[src/rtl/div_16bit_ctrl_pkg.sv]
// Shared types and constants for the div_16bit handshake wrapper.
// Contents: FSM state enum, operand widths, divide-by-zero quotient.
// Imported by the interface, the control block and the self-check block.
package div_pkg;

    localparam int DIVIDEND_W = 16;
    localparam int DIVISOR_W  = 8;

    localparam logic [DIVIDEND_W-1:0] DIV0_QUOTIENT = 16'hFFFF;

    typedef enum logic [1:0] {
        IDLE = 2'd0,
        WAIT = 2'd1,
        DONE = 2'd2
    } state_e;

endpackage

[src/rtl/div_16bit_ctrl_if.sv]
// Request/response channels of the divider wrapper (valid/ready both ways).
// Request: in_valid, in_ready, in_dividend, in_divisor.
// Response: out_valid, out_ready, out_quotient, out_remainder, out_div0
// (+ out_err when DIV_16BIT_SELFCHECK_EN is defined).
// master = requester/consumer side, slave = div_16bit_ctrl.
interface div_16bit_ctrl_if;
    import div_pkg::*;

    logic                  in_valid;
    logic                  in_ready;
    logic [DIVIDEND_W-1:0] in_dividend;
    logic [DIVISOR_W-1:0]  in_divisor;

    logic                  out_valid;
    logic                  out_ready;
    logic [DIVIDEND_W-1:0] out_quotient;
    logic [DIVIDEND_W-1:0] out_remainder;
    logic                  out_div0;
`ifdef DIV_16BIT_SELFCHECK_EN
    logic                  out_err;
`endif

    modport master (
        output in_valid, in_dividend, in_divisor, out_ready,
        input  in_ready, out_valid, out_quotient, out_remainder, out_div0
`ifdef DIV_16BIT_SELFCHECK_EN
        , input out_err
`endif
    );

    modport slave (
        input  in_valid, in_dividend, in_divisor, out_ready,
        output in_ready, out_valid, out_quotient, out_remainder, out_div0
`ifdef DIV_16BIT_SELFCHECK_EN
        , output out_err
`endif
    );

endinterface

[src/rtl/div_16bit_ctrl_selfcheck.sv]
// Combinational consistency check of a divider result against its operands.
// Ports: a_i dividend, b_i divisor, quo_i quotient, rem_i remainder,
//        err_o high when quo*b + rem != a (32-bit) or rem >= b.
// Only instantiated when DIV_16BIT_SELFCHECK_EN is defined.
module div_16bit_selfcheck
    import div_pkg::*;
(
    input  logic [DIVIDEND_W-1:0] a_i,
    input  logic [DIVISOR_W-1:0]  b_i,
    input  logic [DIVIDEND_W-1:0] quo_i,
    input  logic [DIVIDEND_W-1:0] rem_i,
    output logic                  err_o
);

    logic [31:0] recon;

    // Full 32-bit reconstruction so a wrapped product cannot alias a good result.
    assign recon = (32'(quo_i) * 32'(b_i)) + 32'(rem_i);
    assign err_o = (recon != 32'(a_i)) || (rem_i >= 16'(b_i));

endmodule

[src/rtl/div_16bit_ctrl.sv]
// Handshake wrapper around the combinational 16/8 divider div_16bit.
// Ports: clk, rst (async, active high); io (div_16bit_ctrl_if.slave) request and
//        response channels; div_a/div_b registered operands to the divider;
//        div_result/div_odd divider outputs; busy = not IDLE.
// Latency: result registered SETTLE_CYCLES edges after accept; divide-by-zero
//          result is loaded on the accept edge. Result is held while out_ready is low.
// Optional: DIV_16BIT_SELFCHECK_EN adds io.out_err (result consistency flag).
module div_16bit_ctrl
    import div_pkg::*;
#(
    parameter int unsigned SETTLE_CYCLES = 2   // legal 1..15
) (
    input  logic                  clk,
    input  logic                  rst,
    div_16bit_ctrl_if.slave       io,
    output logic [DIVIDEND_W-1:0] div_a,
    output logic [DIVISOR_W-1:0]  div_b,
    input  logic [DIVIDEND_W-1:0] div_result,
    input  logic [DIVIDEND_W-1:0] div_odd,
    output logic                  busy
);

    localparam logic [3:0] CNT_INIT = 4'(SETTLE_CYCLES);

    state_e                state_q, state_d;
    logic [3:0]            cnt_q, cnt_d;
    logic [DIVIDEND_W-1:0] a_q, a_d;
    logic [DIVISOR_W-1:0]  b_q, b_d;
    logic [DIVIDEND_W-1:0] quo_q, quo_d;
    logic [DIVIDEND_W-1:0] rem_q, rem_d;
    logic                  div0_q, div0_d;
`ifdef DIV_16BIT_SELFCHECK_EN
    logic                  err_q, err_d;
    logic                  chk_err;

    div_16bit_selfcheck u_selfcheck (
        .a_i   (a_q),
        .b_i   (b_q),
        .quo_i (div_result),
        .rem_i (div_odd),
        .err_o (chk_err)
    );
`endif

    always_ff @(posedge clk or posedge rst) begin
        if (rst) begin
            state_q <= IDLE;
            cnt_q   <= '0;
            a_q     <= '0;
            b_q     <= '0;
            quo_q   <= '0;
            rem_q   <= '0;
            div0_q  <= 1'b0;
`ifdef DIV_16BIT_SELFCHECK_EN
            err_q   <= 1'b0;
`endif
        end else begin
            state_q <= state_d;
            cnt_q   <= cnt_d;
            a_q     <= a_d;
            b_q     <= b_d;
            quo_q   <= quo_d;
            rem_q   <= rem_d;
            div0_q  <= div0_d;
`ifdef DIV_16BIT_SELFCHECK_EN
            err_q   <= err_d;
`endif
        end
    end

    always_comb begin
        state_d = state_q;
        cnt_d   = cnt_q;
        a_d     = a_q;
        b_d     = b_q;
        quo_d   = quo_q;
        rem_d   = rem_q;
        div0_d  = div0_q;
`ifdef DIV_16BIT_SELFCHECK_EN
        err_d   = err_q;
`endif
        case (state_q)
            IDLE: begin
                if (io.in_valid) begin
                    // Operands stay on the divider inputs until the next accept.
                    a_d = io.in_dividend;
                    b_d = io.in_divisor;
`ifdef DIV_16BIT_SELFCHECK_EN
                    err_d = 1'b0;
`endif
                    if (io.in_divisor != '0) begin
                        cnt_d   = CNT_INIT;
                        state_d = WAIT;
                    end else begin
                        // Zero divisor is answered locally; divider outputs unused.
                        quo_d   = DIV0_QUOTIENT;
                        rem_d   = io.in_dividend;
                        div0_d  = 1'b1;
                        state_d = DONE;
                    end
                end
            end
            WAIT: begin
                if (cnt_q == 4'd1) begin
                    quo_d   = div_result;
                    rem_d   = div_odd;
                    div0_d  = 1'b0;
`ifdef DIV_16BIT_SELFCHECK_EN
                    err_d   = chk_err;
`endif
                    state_d = DONE;
                end else begin
                    cnt_d = cnt_q - 4'd1;
                end
            end
            DONE: begin
                if (io.out_ready) begin
                    state_d = IDLE;
                end
            end
            default: state_d = IDLE;
        endcase
    end

    // in_ready is held low while reset is asserted so nothing is offered during it.
    assign io.in_ready      = (state_q == IDLE) && !rst;
    assign io.out_valid     = (state_q == DONE);
    assign io.out_quotient  = quo_q;
    assign io.out_remainder = rem_q;
    assign io.out_div0      = div0_q;
`ifdef DIV_16BIT_SELFCHECK_EN
    assign io.out_err       = err_q;
`endif
    assign div_a = a_q;
    assign div_b = b_q;
    assign busy  = (state_q != IDLE);

endmodule

[src/flat_wrapper.sv]
// flat-port wrapper written by rule: the top's interface ports become plain ports
module div_16bit_ctrl_flat import div_pkg::*;
#(
    parameter int unsigned SETTLE_CYCLES = 2                 
)
  (clk, rst, div_a, div_b, div_result, div_odd, busy, io_in_valid, io_in_dividend, io_in_divisor, io_out_ready, io_in_ready, io_out_valid, io_out_quotient, io_out_remainder, io_out_div0);
  div_16bit_ctrl_if io_i ();
  input  logic clk;
  input  logic rst;
  output logic [DIVIDEND_W-1:0] div_a;
  output logic [DIVISOR_W-1:0] div_b;
  input  logic [DIVIDEND_W-1:0] div_result;
  input  logic [DIVIDEND_W-1:0] div_odd;
  output logic busy;
  input wire logic [$bits(io_i.in_valid)-1:0] io_in_valid;
  input wire logic [$bits(io_i.in_dividend)-1:0] io_in_dividend;
  input wire logic [$bits(io_i.in_divisor)-1:0] io_in_divisor;
  input wire logic [$bits(io_i.out_ready)-1:0] io_out_ready;
  output wire logic [$bits(io_i.in_ready)-1:0] io_in_ready;
  output wire logic [$bits(io_i.out_valid)-1:0] io_out_valid;
  output wire logic [$bits(io_i.out_quotient)-1:0] io_out_quotient;
  output wire logic [$bits(io_i.out_remainder)-1:0] io_out_remainder;
  output wire logic [$bits(io_i.out_div0)-1:0] io_out_div0;
  assign io_i.in_valid = io_in_valid;
  assign io_i.in_dividend = io_in_dividend;
  assign io_i.in_divisor = io_in_divisor;
  assign io_i.out_ready = io_out_ready;
  assign io_in_ready = io_i.in_ready;
  assign io_out_valid = io_i.out_valid;
  assign io_out_quotient = io_i.out_quotient;
  assign io_out_remainder = io_i.out_remainder;
  assign io_out_div0 = io_i.out_div0;
  div_16bit_ctrl #(.SETTLE_CYCLES(SETTLE_CYCLES)) u_core (.clk(clk), .rst(rst), .io(io_i), .div_a(div_a), .div_b(div_b), .div_result(div_result), .div_odd(div_odd), .busy(busy));
endmodule
[config.mk]
export PLATFORM = sky130hd
export DESIGN_NAME = div_16bit_ctrl_flat
export DESIGN_NICKNAME = d
export VERILOG_FILES = /design/src/rtl/div_16bit_ctrl_pkg.sv /design/src/rtl/div_16bit_ctrl_if.sv /design/src/rtl/div_16bit_ctrl_selfcheck.sv /design/src/rtl/div_16bit_ctrl.sv /design/src/flat_wrapper.sv
export SDC_FILE = /design/constraint.sdc
export NUM_CORES = 1
export LEC_CHECK = 0
export CAP_MARGIN = 20
export CORE_AREA = 2 2 82 84
export CTS_BUF_LIST = sky130_fd_sc_hd__clkbuf_8
export DETAILED_ROUTE_END_ITERATION = 8
export DIE_AREA = 0 0 84 86
export PLACE_DENSITY = 0.88
export REMOVE_ABC_BUFFERS = 1
export SLEW_MARGIN = 20
export SYNTH_ARGS = -nofsm -noshare
export SYNTH_HDL_FRONTEND = slang
export SYNTH_SLANG_ARGS = --single-unit
[constraint.sdc]
create_clock -name clk -period 5.1 [get_ports clk]
set_input_delay 0.51 -clock clk [delete_from_list [all_inputs] [get_ports clk]]
set_output_delay 0.51 -clock clk [all_outputs]
set_load 0.05 [all_outputs]
==> results.yml <==
setup_path:
  r2r-end: "u_core.io.out_remainder[11]"
  critical-path-slowest-cell: "a32o_2"
  cp-end-kind: "register"
  crit_fanout: 48
  crit_path_start: "u_core.state_q[0]"
  rr_worst_depth: 4
  cp.depth: 4
  crit_type: "reg -> reg"
  r2r-start: "u_core.state_q[0]"
  cp_data_arrival_time_ns: 2.82
  crit_family: "compound AO/OA/AOI/OAI gates"
  start_kind: "register"
  r2r_slack_ns: 2.53
  cp-endpoint: "u_core.io.out_remainder[11]"
  cp_slowest_stage_delay_ns: 0.89
  cp.required_ns: 5.35
  path_buf_inv: 0
  crit_chain: "nor2b_2 -> a32o_2 -> nor2_1 -> a31oi_1"
yosys:
  synth_top_cell_area_share_pct: 57.6
  syn-cell-area_sq_um: 2740
  yosys_warnings: 0
  ys_seq_elements: 63
  yosysTopAreaCell: "dfrtp_1"
  synth_edf_count: 0
  synth_area_per_cell_sq_um: 8.81
  yosysSeqAreaShare_pct: 57.6
  async_reset_ff_share_pct: 100
  synthTopCellsByArea: "dfrtp_1 (58%), nand2_1 (15%), nor2_1 (7.4%)"
  synth.distinct_cells: 28
  ys.flop_type: "dfrtp_1"
  syn_inst: 311
  synth.most_common_cell: "nand2_1"
  yosys-top-cells-count: "nand2_1 (108), dfrtp_1 (63), nor2_1 (54)"
sta:
  relSlewSlack_pct: 35.1
  rsz0062_at_grt: "false"
  clock_skew_ns: 0.00654
  setup_viol_count_final: 0
  holdWs_ns: 0.473
  fmax_mhz: 388
  setup_tns_ns: 0
  tightest_slew_ns: 0.973
  finalCritPeriodShare_pct: 50.5
  slew_viol_final: 0
  setup_ws_ns: 2.53
  report.final.hold_viol_count: 0
  period_needed_ns: 2.57
grt:
  track_usage_pct: 20.7
  overflow: 0
  grt_pass1_vias: 2657
  antenna_found_initial: 0
  grt_pass1_wl_um: 11900
  grt_max_degree: 64
clocking:
  cts_tree: "done"
  cts.htree.levels: 3
  cts-root-buf: "clkbuf_8"
  cts_resized: 0
  postCtsHoldBufs: 0
  cts_buffers: 9
  clk_pin_slew_ns: 0.06
  post_cts_buffers: 0
  clk_path_buf_depth: 2
  clkLatencyLatePin_ns: 0.33
  cts_sinks: 63
power_and_ir_drop:
  peakVddDrop_mv: 0.547
  pwr_density_cell_nw_per_um2: 768
  power_frac_clock_pct: 13.0
  comb_power_share_pct: 59.3
  swShare_pct: 50.3
  switchingPower_w: 0.00160
  pwr-share-seq_pct: 27.8
  intPower_w: 0.00158
  power_leakage_nw: 1.83
routing:
  routedWlPerCell_um: 14.1
  wirelength_um: 7130
  dr.pass1.iters: 4
  vias: 2551
  drt-initial-drc-count: 131
  drc: 0
  via_per_inst: 5.05
  ant_nets: 0
floorplan:
  num_rows: 29
  die_w_um: 84
  start_util_pct: 43.6
  ios: 120
  dieArea_sq_um: 7220
  die_h_um: 86
  core_area_sq_um: 6280
outcome:
  outcome: "finished clean"
placement:
  dpl-instance-area_sq_um: 3960
  portBuffers: 119
  gp_congestion: 0.751
  hpwl_um: 5100
  dp_slack_ns: 2.28
job:
  maxCapViolCount: 0
layout:
  drive_above_1_share_pct: 5.61
  fillers: 521
  post-route-cell-area_sq_um: 4150
  n_antenna_cell: 0
  fin_nets: 488
  syn_to_final_growth_pct: 51.5
hold_path:
  min-delay-path-class: "reg -> reg"
-- worst min-delay path, cell delays in order (launching register included) --
cell and delay (ns):
dfrtp_1 0.34, nand2_1 0.05, nand2_1 0.05
-- power by group through the flow --
stage	Clock, W	Combinational, W	Sequential, W
after global placement	0	0.00186	0.000881
after detailed placement	0	0.00190	0.000891
after CTS	0.000423	0.00190	0.000885
after global routing	0.000448	0.00202	0.000916
final	0.000413	0.00189	0.000885
after floorplan	0	0.000523	0.00160
-- cell type report --
| cell class | count | area, sq um | area share (%) |
|---|---|---|---|
| sequential | 63 | 1580 | 38.0 |
| clock buffer | 11 | 151 | 3.65 |
| tap | 77 | 96.3 | 2.32 |
| inverter | 6 | 22.5 | 0.543 |
| clock inverter | 2 | 33.8 | 0.814 |
| multi-input combinational | 224 | 1050 | 25.4 |
| timing repair buffer | 122 | 1210 | 29.3 |
-- how the worst min path moves through the flow --
stage                           from          endpoint  slack (ns)  cells past startpoint
floorplan            u_core.cnt_q[0]   u_core.cnt_q[0]        0.48                      1
global placement    u_core.div_a[15]  u_core.div_a[15]        0.46                      2
detailed placement   u_core.div_a[5]   u_core.div_a[5]        0.46                      2
CTS                  u_core.div_a[5]   u_core.div_a[5]        0.48                      2
global route         u_core.div_a[5]   u_core.div_a[5]        0.50                      2
finish               u_core.div_a[5]   u_core.div_a[5]        0.47                      2
-- sequential cells by signal, indices dropped and copies added, names as in the netlist --
register                 cells
u_core.io.out_quotient      16
u_core.div_a                16
u_core.div_b                 8
u_core.state_q               2
u_core.cnt_q                 4
u_core.io.out_div0           1
u_core.io.out_remainder     16
-- through the flow --
| stage | std cells | util [%] | power [W] |
|---|---|---|---|
| 2_1_floorplan | 293 | - | 0.00212 |
| 3_3_place_gp | 492 | 63.1 | 0.00274 |
| 3_5_place_dp | 492 | 63.1 | 0.00279 |
| 4_1_cts | 505 | 66.1 | 0.00321 |
| 5_1_grt | 505 | 66.1 | 0.00338 |
| 6_report | 505 | 66.1 | 0.00319 |
-- layer usage --
layer / up-vias / share of wire, % / global-route usage (%)
met5: - / 0 / 0
met4: 0 / 2.7 / 10.7
met3: 20 / 6.9 / 5.68
met2: 100 / 49 / 35.1
met1: 1198 / 42 / 24.3
li1: 1233 / - / -
-- logic make-up (layout without fill, tap and decap cells) --
group / after synthesis / count (layout) / synth area share [%]
compound gates: 31 / 31 / 7.68
simple gates: 191 / 191 / 29.8
fa+ha+maj: 2 / 2 / 0.914
buf+inv: 24 / 141 / 4.07
flops: 63 / 63 / 57.6
-- placed cells by master, fill, tap and decap left out --
cell               n
clkbuf_8          11
o2bb2ai_1          2
a32oi_2            1
clkdlybuf4s50_1  119
buf_4              3
a31o_2             1
bufinv_16          1
nand3_1            2
or3b_1             1
nor2_1            54
nor4_4             2
ha_1               2
nand2b_1           2
or2_1              1
a32o_2             1
o22ai_1            1
o21ai_0            2
nor3_1            18
nor3b_4            1
nand2_1          108
dfrtp_1           63
a22o_1             1
a31oi_1           18
nor3b_2            1
inv_1              6
inv_2              1
a21oi_1            4
nor2b_2            1
Power figures use the tool's default switching activity.
